## src/rtl/aexm_pkg.sv

```systemverilog
// Shared codes for the aexm register file: writeback source select, store
// size encoding and the initialisation/run state of the register file.
package aexm_pkg;

    // Writeback source select
    localparam logic [1:0] WRM_RES  = 2'd0;
    localparam logic [1:0] WRM_LNK  = 2'd1;
    localparam logic [1:0] WRM_LD   = 2'd2;
    localparam logic [1:0] WRM_NONE = 2'd3;

    // Store size, log2 of the byte count
    localparam logic [1:0] SZ_B = 2'd0;
    localparam logic [1:0] SZ_H = 2'd1;
    localparam logic [1:0] SZ_W = 2'd2;
    localparam logic [1:0] SZ_D = 2'd3;

    typedef enum logic [0:0] {
        ST_INIT = 1'b0,
        ST_RUN  = 1'b1
    } regf_state_e;

    // Byte-lane wrap mask for store replication: lane j of the output takes
    // source lane (j & mask). Because the mask is 2^n-1, a store wider than
    // the datapath naturally degenerates to an identity copy.
    function automatic logic [2:0] lane_wrap_mask(input logic [1:0] size);
        logic [2:0] m;
        case (size)
            SZ_B:    m = 3'd0;
            SZ_H:    m = 3'd1;
            SZ_W:    m = 3'd3;
            SZ_D:    m = 3'd7;
            default: m = 3'd7;
        endcase
        return m;
    endfunction

endpackage

```

## src/rtl/aexm_ldsizer.sv

```systemverilog
// Load sizer: extracts a contiguous, naturally aligned run of byte lanes from
// the raw cache word, right-justifies it and zero/sign-extends it. Any lane
// select that is not such a run yields zero. Purely combinational so it can
// also sit on the cache fill path.
module aexm_ldsizer #(
    parameter int DW = 32
) (
    input  logic [DW/8-1:0] sel,
    input  logic            sext,
    input  logic [DW-1:0]   datai,
    output logic [DW-1:0]   dato
);

    localparam int NB = DW / 8;
    localparam int LG = $clog2(NB);
    localparam logic [NB-1:0] LANE_ONES = {NB{1'b1}};
    localparam logic [DW-1:0] DATA_ONES = {DW{1'b1}};
    localparam logic [DW-1:0] DATA_ONE  = {{(DW-1){1'b0}}, 1'b1};

    // True when sel is exactly s lanes starting at lane k, with k aligned to s
    function automatic logic lane_match(input int s, input int k,
                                        input logic [NB-1:0] sl);
        return (s <= NB) && ((k % s) == 0) && ((k + s) <= NB) &&
               (sl == ((LANE_ONES >> (NB - s)) << k));
    endfunction

    // Value of an s-lane field at lane k, right-justified and extended
    function automatic logic [DW-1:0] lane_value(input int s, input int k,
                                                 input logic [DW-1:0] d,
                                                 input logic sx);
        logic [DW-1:0] sh;
        logic [DW-1:0] vm;
        logic          sb;
        sh = d >> (k * 8);
        vm = DATA_ONES >> (DW - s * 8);
        sb = |(sh & (DATA_ONE << (s * 8 - 1)));
        return (sh & vm) | ((sx && sb) ? ~vm : '0);
    endfunction

    // At most one candidate field matches, so the results can simply be OR-ed
    always_comb begin
        dato = '0;
        for (int lg = 0; lg <= LG; lg++) begin
            for (int k = 0; k < NB; k++) begin
                dato = dato | ({DW{lane_match(1 << lg, k, sel)}} &
                               lane_value(1 << lg, k, datai, sext));
            end
        end
    end

endmodule

```

## src/rtl/aexm_regf_mp.sv

```systemverilog
// Multi-port general-purpose register file for the aexm core. Combinational
// read ports with same-cycle writeback bypass, a load-pending scoreboard,
// a replicating store-data register and a zero-fill sweep after reset.
module aexm_regf_mp
    import aexm_pkg::*;
#(
    parameter int DW   = 32,
    parameter int NREG = 32,
    parameter int NRD  = 2,
    localparam int AW  = $clog2(NREG)
) (
    input  logic              gclk,
    input  logic              grst,
    input  logic              x_en,
    input  logic [NRD*AW-1:0] rd_addr,
    output logic [NRD*DW-1:0] rd_data,
    output logic [NRD-1:0]    rd_busy,
    input  logic [AW-1:0]     wr_addr,
    input  logic [1:0]        wr_mux,
    input  logic [DW-1:0]     wr_result,
    input  logic [DW-1:0]     wr_link,
    input  logic              ld_issue,
    input  logic [AW-1:0]     ld_dst,
    input  logic [DW/8-1:0]   ld_sel,
    input  logic              ld_sext,
    input  logic [DW-1:0]     dcache_datai,
    input  logic [AW-1:0]     st_addr,
    input  logic [1:0]        st_size,
    output logic [DW-1:0]     st_data,
    output logic              init_busy
);

    localparam int NB = DW / 8;
    localparam logic [NREG-1:0] REG_ONE = {{(NREG-1){1'b0}}, 1'b1};

    regf_state_e     state_r;
    logic [AW-1:0]   cnt_r;
    logic            init_busy_r;
    logic [NREG-1:0] busy_r;
    logic [DW-1:0]   st_data_r;

    // One copy of the register array per read port, all written identically
    logic [DW-1:0]   mem_r [NRD][NREG];

    logic            run_s;
    logic            wr_act_s;
    logic [DW-1:0]   wdat_s;
    logic [DW-1:0]   ld_data_s;
    logic            mem_we_s;
    logic [AW-1:0]   mem_wa_s;
    logic [DW-1:0]   mem_wd_s;
    logic [NREG-1:0] set_vec_s;
    logic [NREG-1:0] clr_vec_s;
    logic [NREG-1:0] busy_nx_s;
    logic [DW-1:0]   st_src_s;
    logic [2:0]      st_lm_s;
    logic [DW-1:0]   st_rep_s;

    aexm_ldsizer #(
        .DW(DW)
    ) u_ldsizer (
        .sel   (ld_sel),
        .sext  (ld_sext),
        .datai (dcache_datai),
        .dato  (ld_data_s)
    );

    assign run_s    = (state_r == ST_RUN);
    assign wr_act_s = run_s && x_en && (wr_mux != WRM_NONE) && (wr_addr != '0);

    // Writeback data source select
    always_comb begin
        wdat_s = '0;
        case (wr_mux)
            WRM_RES: wdat_s = wr_result;
            WRM_LNK: wdat_s = wr_link;
            WRM_LD:  wdat_s = ld_data_s;
            default: wdat_s = '0;
        endcase
    end

    // Array write port: the sweep owns it during INIT, writeback in RUN
    always_comb begin
        mem_we_s = 1'b0;
        mem_wa_s = '0;
        mem_wd_s = '0;
        if (!run_s) begin
            mem_we_s = 1'b1;
            mem_wa_s = cnt_r;
            mem_wd_s = '0;
        end else begin
            mem_we_s = wr_act_s;
            mem_wa_s = wr_addr;
            mem_wd_s = wdat_s;
        end
    end

    // Register storage, no reset so it can map onto distributed RAM
    always_ff @(posedge gclk) begin
        for (int i = 0; i < NRD; i++) begin
            if (mem_we_s) begin
                mem_r[i][mem_wa_s] <= mem_wd_s;
            end
        end
    end

    // Read ports: zero register, same-cycle bypass, then the port's own copy
    always_comb begin
        rd_data = '0;
        rd_busy = '0;
        for (int i = 0; i < NRD; i++) begin
            if (!run_s || (rd_addr[i*AW +: AW] == '0)) begin
                rd_data[i*DW +: DW] = '0;
                rd_busy[i]          = 1'b0;
            end else if (wr_act_s && (wr_addr == rd_addr[i*AW +: AW])) begin
                rd_data[i*DW +: DW] = wdat_s;
                rd_busy[i]          = busy_r[rd_addr[i*AW +: AW]] && (wr_mux != WRM_LD);
            end else begin
                rd_data[i*DW +: DW] = mem_r[i][rd_addr[i*AW +: AW]];
                rd_busy[i]          = busy_r[rd_addr[i*AW +: AW]];
            end
        end
    end

    // Scoreboard next state: clear on load writeback, a new issue wins
    assign set_vec_s = (run_s && x_en && ld_issue && (ld_dst != '0)) ? (REG_ONE << ld_dst) : '0;
    assign clr_vec_s = (wr_act_s && (wr_mux == WRM_LD)) ? (REG_ONE << wr_addr) : '0;
    assign busy_nx_s = (busy_r & ~clr_vec_s) | set_vec_s;

    // Store source with forwarding from the write in flight
    always_comb begin
        st_src_s = '0;
        if (wr_act_s && (wr_addr == st_addr)) begin
            st_src_s = wdat_s;
        end else if (st_addr == '0) begin
            st_src_s = '0;
        end else begin
            st_src_s = mem_r[0][st_addr];
        end
    end

    // Replicate the low 2^st_size bytes across the whole store word
    always_comb begin
        st_lm_s  = lane_wrap_mask(st_size);
        st_rep_s = '0;
        for (int j = 0; j < NB; j++) begin
            st_rep_s[j*8 +: 8] = st_src_s[(j & int'(st_lm_s))*8 +: 8];
        end
    end

    // Control FSM: zero-fill sweep counter, then run
    always_ff @(posedge gclk or negedge grst) begin
        if (!grst) begin
            state_r     <= ST_INIT;
            cnt_r       <= '0;
            init_busy_r <= 1'b1;
        end else begin
            case (state_r)
                ST_INIT: begin
                    cnt_r <= cnt_r + AW'(1);
                    if (cnt_r == AW'(NREG - 1)) begin
                        state_r     <= ST_RUN;
                        init_busy_r <= 1'b0;
                    end else begin
                        state_r     <= ST_INIT;
                        init_busy_r <= 1'b1;
                    end
                end
                ST_RUN: begin
                    state_r     <= ST_RUN;
                    cnt_r       <= cnt_r;
                    init_busy_r <= 1'b0;
                end
                default: begin
                    state_r     <= ST_INIT;
                    cnt_r       <= '0;
                    init_busy_r <= 1'b1;
                end
            endcase
        end
    end

    // Load-pending scoreboard, held clear outside RUN
    always_ff @(posedge gclk or negedge grst) begin
        if (!grst) begin
            busy_r <= '0;
        end else if (run_s) begin
            busy_r <= busy_nx_s;
        end else begin
            busy_r <= '0;
        end
    end

    // Store data register, advances with the pipeline in RUN only
    always_ff @(posedge gclk or negedge grst) begin
        if (!grst) begin
            st_data_r <= '0;
        end else if (run_s && x_en) begin
            st_data_r <= st_rep_s;
        end else begin
            st_data_r <= st_data_r;
        end
    end

    assign st_data   = st_data_r;
    assign init_busy = init_busy_r;

endmodule
```

## config.mk

```make
export PLATFORM = sky130hd
export DESIGN_NAME = aexm_regf_mp
export DESIGN_NICKNAME = d
export VERILOG_FILES = /design/src/rtl/aexm_pkg.sv /design/src/rtl/aexm_ldsizer.sv /design/src/rtl/aexm_regf_mp.sv
export SDC_FILE = /design/constraint.sdc
export NUM_CORES = 2
export LEC_CHECK = 0
export CORE_MARGIN = 1.5
export CORE_UTILIZATION = 60
export DETAILED_ROUTE_END_ITERATION = 6
export PLACE_DENSITY = 0.79
export SLEW_MARGIN = 10
export SYNTH_ARGS = -nofsm -noshare
export SYNTH_HDL_FRONTEND = slang
export SYNTH_HIERARCHICAL = 1
export SYNTH_SLANG_ARGS = --single-unit
```

## constraint.sdc

```tcl
create_clock -name gclk -period 4.2 [get_ports gclk]
set_input_delay 0.63 -clock gclk [delete_from_list [all_inputs] [get_ports gclk]]
set_output_delay 0.63 -clock gclk [all_outputs]
set_load 0.02 [all_outputs]
```

==> Yosys cells after proc, flatten, opt, wreduce, memory -nomap -nowiden <==
Memories as Yosys holds them, arrays and structs flattened.
Index checks and enable logic that the tools add are counted.
{ "word_totals": {"input_bits": 134, "output_inout_bits": 99, "elab_cells": 136, "ram_bits": 2048, "mem_count": 1, "regBits": 71} }
{ "op_classes": {"n_eq_ne": 18, "n_addsub": 1, "mux": 46, "shift": 5, "order_cmp": 7, "n_bitwise": 27, "reduce_logical": 26} }
{ "mem_list": {"columns": ["memory", "words", "width", "read_ports", "rd_ports_with_merged_regs", "wr", "line_no", "rtl"], "rows": [
  ["mem_r", 2, 1024, 2, 0, 2, "aexm_regf_mp.sv:43", "logic [DW-1:0] mem_r [NRD][NREG];"]
]} }
{ "op_table": {"columns": ["operator", "n"], "rows": [
  ["$mux W1024", 1],
  ["$mux W32", 23],
  ["$bmux W32 S5", 3],
  ["$and A32 B32 Y32", 8],
  ["$or A32 B32 Y32", 7],
  ["$demux W32 S5", 1],
  ["$or A8 B32 Y32", 4],
  ["$pmux W32 S3", 1],
  ["$or A16 B32 Y32", 2],
  ["$shiftx A32 B6 Y8", 2],
  ["$shl A1 B5 Y32 const A", 2],
  ["$not A32 Y32", 1],
  ["$shiftx A32 B5 Y8", 1],
  ["$ge A6 B6 Y1 const B", 4],
  ["$not A5 Y6", 4],
  ["$logic_and A1 B1 Y1", 16],
  ["$eq A5 B5 Y1", 3],
  ["$logic_not A5 Y1", 3],
  ["$eq A4 B4 Y1 const B", 3],
  ["$lt A5 B6 Y1 const B", 2],
  ["$bmux W1 S5", 2],
  ["$mux W1", 10],
  ["$mux W5", 2],
  ["$reduce_bool A5 Y1", 2],
  ["15 further kinds", 23]
]} }

==> Logic depth before layout (Yosys ltp) <==
{ "depth": {"ltp_word": 13, "depth_mapped": 13, "depth_no_buf": 10} }

==> Cells and area by module <==
Netlist, hierarchy kept.
{ "by_module_without_submodules": {"columns": ["module", "area_each_um2", "cells_per_inst", "n_inst"], "rows": [
  ["aexm_regf_mp", 61923.1, 4219, 1],
  ["aexm_ldsizer", 638.1, 96, 1]
]} }

==> Least setup slack after synthesis <==
Ideal clock, no wire load.
{ "synth_timing": {"kind": "input port to output port", "startpoint": "in rd_addr[5]", "endpoint": "out rd_busy[1]", "arrival_time_ns": 2.713, "path_slack_ns": 0.857, "t_required_ns": 3.570, "stages": 10, "path_buffers": 4, "path_cell_list": "buf_4 buf_2 buf_2 buf_2 mux2i_1 a221oi_1 nor2_1 o211ai_1 o21ai_0 nor3_1"} }
{ "synth_via": {"elab_chain_cells": 5} }
{ "synth_lines": {"columns": ["element", "line_no", "rtl"], "rows": [
  ["start, declared", "aexm_regf_mp.sv:15", "input logic [NRD*AW-1:0] rd_addr,"],
  ["$bmux W1 S5", "aexm_regf_mp.sv:117, aexm_regf_mp.sv:120", null],
  ["$mux W1 (not written as such)", "aexm_regf_mp.sv:117, aexm_regf_mp.sv:120", null],
  ["$logic_and A1 B1 Y1", "aexm_regf_mp.sv:117", "rd_busy[i] = busy_r[rd_addr[i*AW +: AW]] && (wr_mux != WRM_LD);"],
  ["$mux W1", "aexm_regf_mp.sv:115", "end else if (wr_act_s && (wr_addr == rd_addr[i*AW +: AW])) begin"],
  ["$mux W1 (*)", "aexm_regf_mp.sv:112", "if (!run_s || (rd_addr[i*AW +: AW] == '0)) begin"],
  ["end, declared", "aexm_regf_mp.sv:17", "output logic [NRD-1:0] rd_busy,"]
]} }
Mark *: on every way between the ends. The rest lies on a longest branch, timed or not. The select of a mux whose other input is x is not followed.

==> Final worst setup path <==
{ "layout_timing": {"startpoint": "in wr_addr[1]", "endpoint": "out rd_data[26]"} }
{ "layout_via": {"elab_chain_cells": 5} }
{ "layout_lines": {"columns": ["element", "line_no", "rtl"], "rows": [
  ["start, declared", "aexm_regf_mp.sv:18", "input logic [AW-1:0] wr_addr,"],
  ["$reduce_bool A5 Y1", "aexm_regf_mp.sv:69", "assign wr_act_s = run_s && x_en && (wr_mux != WRM_NONE) && (wr_addr != '0);"],
  ["$logic_and A1 B1 Y1", "aexm_regf_mp.sv:69", null],
  ["$logic_and A1 B1 Y1 (*)", "aexm_regf_mp.sv:115", null],
  ["$mux W32 (*)", "aexm_regf_mp.sv:115", null],
  ["$mux W32 (*)", "aexm_regf_mp.sv:112", null],
  ["end, declared", "aexm_regf_mp.sv:16", "output logic [NRD*DW-1:0] rd_data,"]
]} }
Mark *: on every way between the ends. The rest lies on a longest branch, timed or not.

==> results by group <==
Clock tree
  • Clock transition at the registers of the reported paths: 0.06 ns
  • CTS Hold Bufs: 0
  • TritonCTS clock tree: done
  • Clk_lat worst skew: around 0.74 ns
  • Clock net sink count: 1095
  • Htree depth: 3
  • Num CTS Buffers: 113
  • Longest Clk Path Bufs: 3
  • Clock root buffer: clkbuf_16

Detailed routing
  • ANT nets after route: 0
  • Final WL: 237000 microns
  • WL per Instance: 38.5 microns
  • Vias per std cell: 7.90
  • Drc violations: 6
  • 1st-iter DRT viols: around 8400
  • Vias: 48757
  • Pre-Repair DR Iteration Count: 7

Synth
  • Synth Flop Type: edfxtp_1
  • Cell area after synthesis: 62600 sq um
  • Number of synthesized flops with an enable pin: ~1000
  • Compound-Gate Fraction of Synth Area: 11.4%
  • Largest family of logic cells by synthesized area: multiplexers
  • Mapped Nets: about 4500
  • Yosys reg bits: 1095
  • Mean Syn Cell Area: 14.5 sq um
  • Cells after synthesis: 4315
  • Register area share after synthesis: 52.0%
  • Ys async rst share: 6.48%
  • Mux contribution to synthesized area: 29.6%
  • XOR/XNOR Fraction of Synth Area: 0.252%
  • Netlist cell types: approximately 70
  • Post-Synth Simple-Gate Area: 3.73%
  • Adder-cell share of the synthesized area: 0.0400%
  • Total number of yosys warnings: 6

Setup path
  • Crit path arrival time: 3.56 ns
  • RR Startpoint: run_s$_DFF_PN0_
  • Crit Path Class: input port to output port
  • Slowest cell on crit path: or4_2
  • FF-to-FF setup slack: 0.84 ns
  • Max FO, Critical Path: 11
  • Cells on worst reg2reg path: 5
  • Critical Path Source: wr_addr[1]
  • Slowest stage delay, CP: 0.80 ns
  • Startpoint types: input port
  • Critical Path End Type: output port
  • Crit path capture: rd_data[26]
  • Crit-path cells: clkdlybuf4s50_1, or2_1, o311ai_4, or4_2, nand2_2, buf_12, buf_12, o22ai_1, clkdlybuf4s50_1
  • Worst Path Required: 3.57 ns
  • RR Endpoint: mem_r[0][1067]$_DFFE_PP_

STA
  • RSZ-0062 raised after global routing: no
  • Final hold viol count: 0
  • Slew Limit Fails: 0
  • Setup violators final: 0
  • Fin crit share: 99.7%
  • Final Skew: 0.0354 ns
  • Fmax: between 200 and 250 MHz
  • Min Tclk post-route: ~4.2 ns
  • Slew Limit Headroom: between 15 and 20%
  • Worst-margin pin slew: approximately 1.2 ns

Run status
  • Failing checks: design-rule violations
  • Outcome: finished with violations

Pwr
  • Total power: 26.3 mW
  • Peak VDD IR: between 0.3 and 0.4 mV
  • Cell Pwr Density: 360 nW/um^2
  • Leak Pwr: 26.5 nW

Flow run
  • Max-Cap Viols: 0

Placement
  • DP Area: between 60000 and 70000 sq um
  • RePlAce Congestion: 0.999
  • Port Buffers: 232
  • Post-DP HPWL: 150000 microns

Floorplanning
  • Core area: 103000 sq um
  • Total I/O pin count: 233
  • Die width: roughly 330 microns
  • Starting Density: 60.4%
  • Die Area: between 100000 and 150000 sq um
  • Die Ht: 326 microns
  • Row count: ~120

Global route
  • Initial antenna violation count: 8
  • Vias in the first global route: around 48000
  • Grt total ovfl: 0
  • Largest net degree at the start of global routing: 72
  • First-pass GRT wire length: 337000 microns
  • Global Route Usage Sum: approximately 44%

Final layout
  • Final instance area: 72900 sq um
  • Final net count: about 4800
  • Area growth syn-to-layout: 16.5%
  • Layout cell share with drive strength beyond 1: 28.1%
  • Utilization after layout: a little over two thirds

Worst hold path
  • Worst Hold Class: input port to async pin
==> synth_stat cells, types with 4 or more instances <==
cell      instances  area [sq um]
or2_2             8          50.1
buf_1            31           116
buf_4            15           113
o221ai_1         15           131
a221o_1          16           160
nand2b_1         15          93.8
edfxtp_1       1024         30700
nor4_1            4          25.0
or3_1             9          56.3
a211oi_1         14           105
o22ai_1          72           450
buf_8             6          90.1
buf_2           115           576
o32ai_1           6          52.6
o211ai_1         69           518
a221oi_1        153          1340
a32oi_1           5          43.8
mux2i_1         514          5140
clkbuf_1        202           758
inv_1            10          37.5
o211a_1           6          60.1
nand3b_1         10          75.1
nand2_1         125           469
a31oi_1           6          37.5
xor2_1           10          87.6
nand3_1          19          95.1
and2_1            5          31.3
a211oi_2          5          62.6
o21ai_1          16          80.1
o21ai_0         311          1560
buf_6            16           180
nor3_1           13          65.1
mux2_2          141          1590
dfrtp_1          70          1750
nor2_1          284          1070
nor2b_1          18           113
a22oi_1         155          1160
mux4_2          523         11800
a21oi_1         227          1140
xnor2_1           8          70.1
==> cell usage in the layout, fill, tap and decap left out, types with 19 or more instances in the layout <==
cell and n:
a21oi_1 224, a221oi_1 153, a22oi_1 155, buf_12 86
buf_4 345, clkbuf_1 32, clkbuf_16 115, clkdlybuf4s50_1 198
clkinv_1 19, dfrtp_1 70, edfxtp_1 1024, mux2_2 141
mux2i_1 514, mux4_2 523, nand2_1 123, nand3_1 19
nor2_1 249, nor2_4 34, o211ai_1 69, o21ai_0 311
o22ai_1 71
==> power by group <==
group	internal, mW	switching (mW)	total [mW]	leakage (nW)
clock	5.50	4.46	9.96	1.72
combinational	1.61	2.52	4.13	13.2
sequential	12.1	0.0717	12.2	11.6
total	19.2	7.05	26.3	26.5
==> worst max-delay path, delay by kind of cell <==
kind / cells / cell delay, ns
AO/OA/AOI/OAI: 2 / 0.21
buffers and inverters: 4 / 1.54
AND/OR/NAND/NOR: 3 / 1.15
==> layer usage <==
layer  routed length [microns]  vias up  track usage [%]  part of all wire (%)
met2                     99700     5041             63.6                    42
met5                       211        -            0.976                 0.089
met3                     42900     1445             17.5                    18
met4                     22600       14             33.2                   9.5
li1                          -    18712                -                     -
met1                     72100    23545             54.4                    30
==> final cells by class <==
cell class                 count  area [sq um]
tap                         1380          1730
clock inverter                59           587
fill                        6485         30600
inverter                      11          43.8
clock buffer                 148          3010
antenna                        7          17.5
timing repair buffer         648          6510
multi-input combinational   2824         28500
sequential                  1095         32500
==> worst min-delay path by stage <==
stage | startpoint | to | slack [ns] | cells past startpoint
finish | grst | busy_r[20]$_DFF_PN0_ | 0.04 | 1
global route | grst | busy_r[4]$_DFF_PN0_ | 0.10 | 1
CTS | grst | busy_r[14]$_DFF_PN0_ | 0.05 | 1
detailed placement | st_data[3]$_DFFE_PN0N_ | st_data[3]$_DFFE_PN0N_ | 0.48 | 2
global placement | st_data[3]$_DFFE_PN0N_ | st_data[3]$_DFFE_PN0N_ | 0.47 | 2
floorplan | grst | busy_r[0]$_DFF_PN0_ | 0.33 | 0
==> through the flow <==
step | setup TNS, ns | instances | worst slack (ns) | hold WS (ns)
final | 0 | 6172 | 0.0135 | 0.0376
after global routing | 0 | 6167 | 0.000343 | 0.104
after CTS | 0 | 6165 | 0.0145 | 0.0548
after detailed placement | -0.162 | 5958 | -0.132 | 0.482
after global placement | -0.119 | 5958 | -0.110 | 0.470
after floorplan | 0 | 4315 | 0.857 | 0.334
==> repair_timing <==
item,4_1_cts,5_1_grt
endpoints found under the setup margin,9,35
gates resized for setup,3,12
buffers inserted,0,0
==> sequential cells by signal, indices dropped and copies added, names as in the netlist <==
| register | flops |
|---|---|
| busy_r | 32 |
| init_busy | 1 |
| st_data | 32 |
| run_s | 1 |
| mem_r | 1024 |
| cnt_r | 5 |
==> cell families after synthesis <==
family | after synthesis
mux | 1178
flops | 1095
compound gates | 1093
xor+xnor | 18
fa+ha+maj | 2
simple gates | 533
buf+inv | 396
Power figures use the tool's default switching activity.
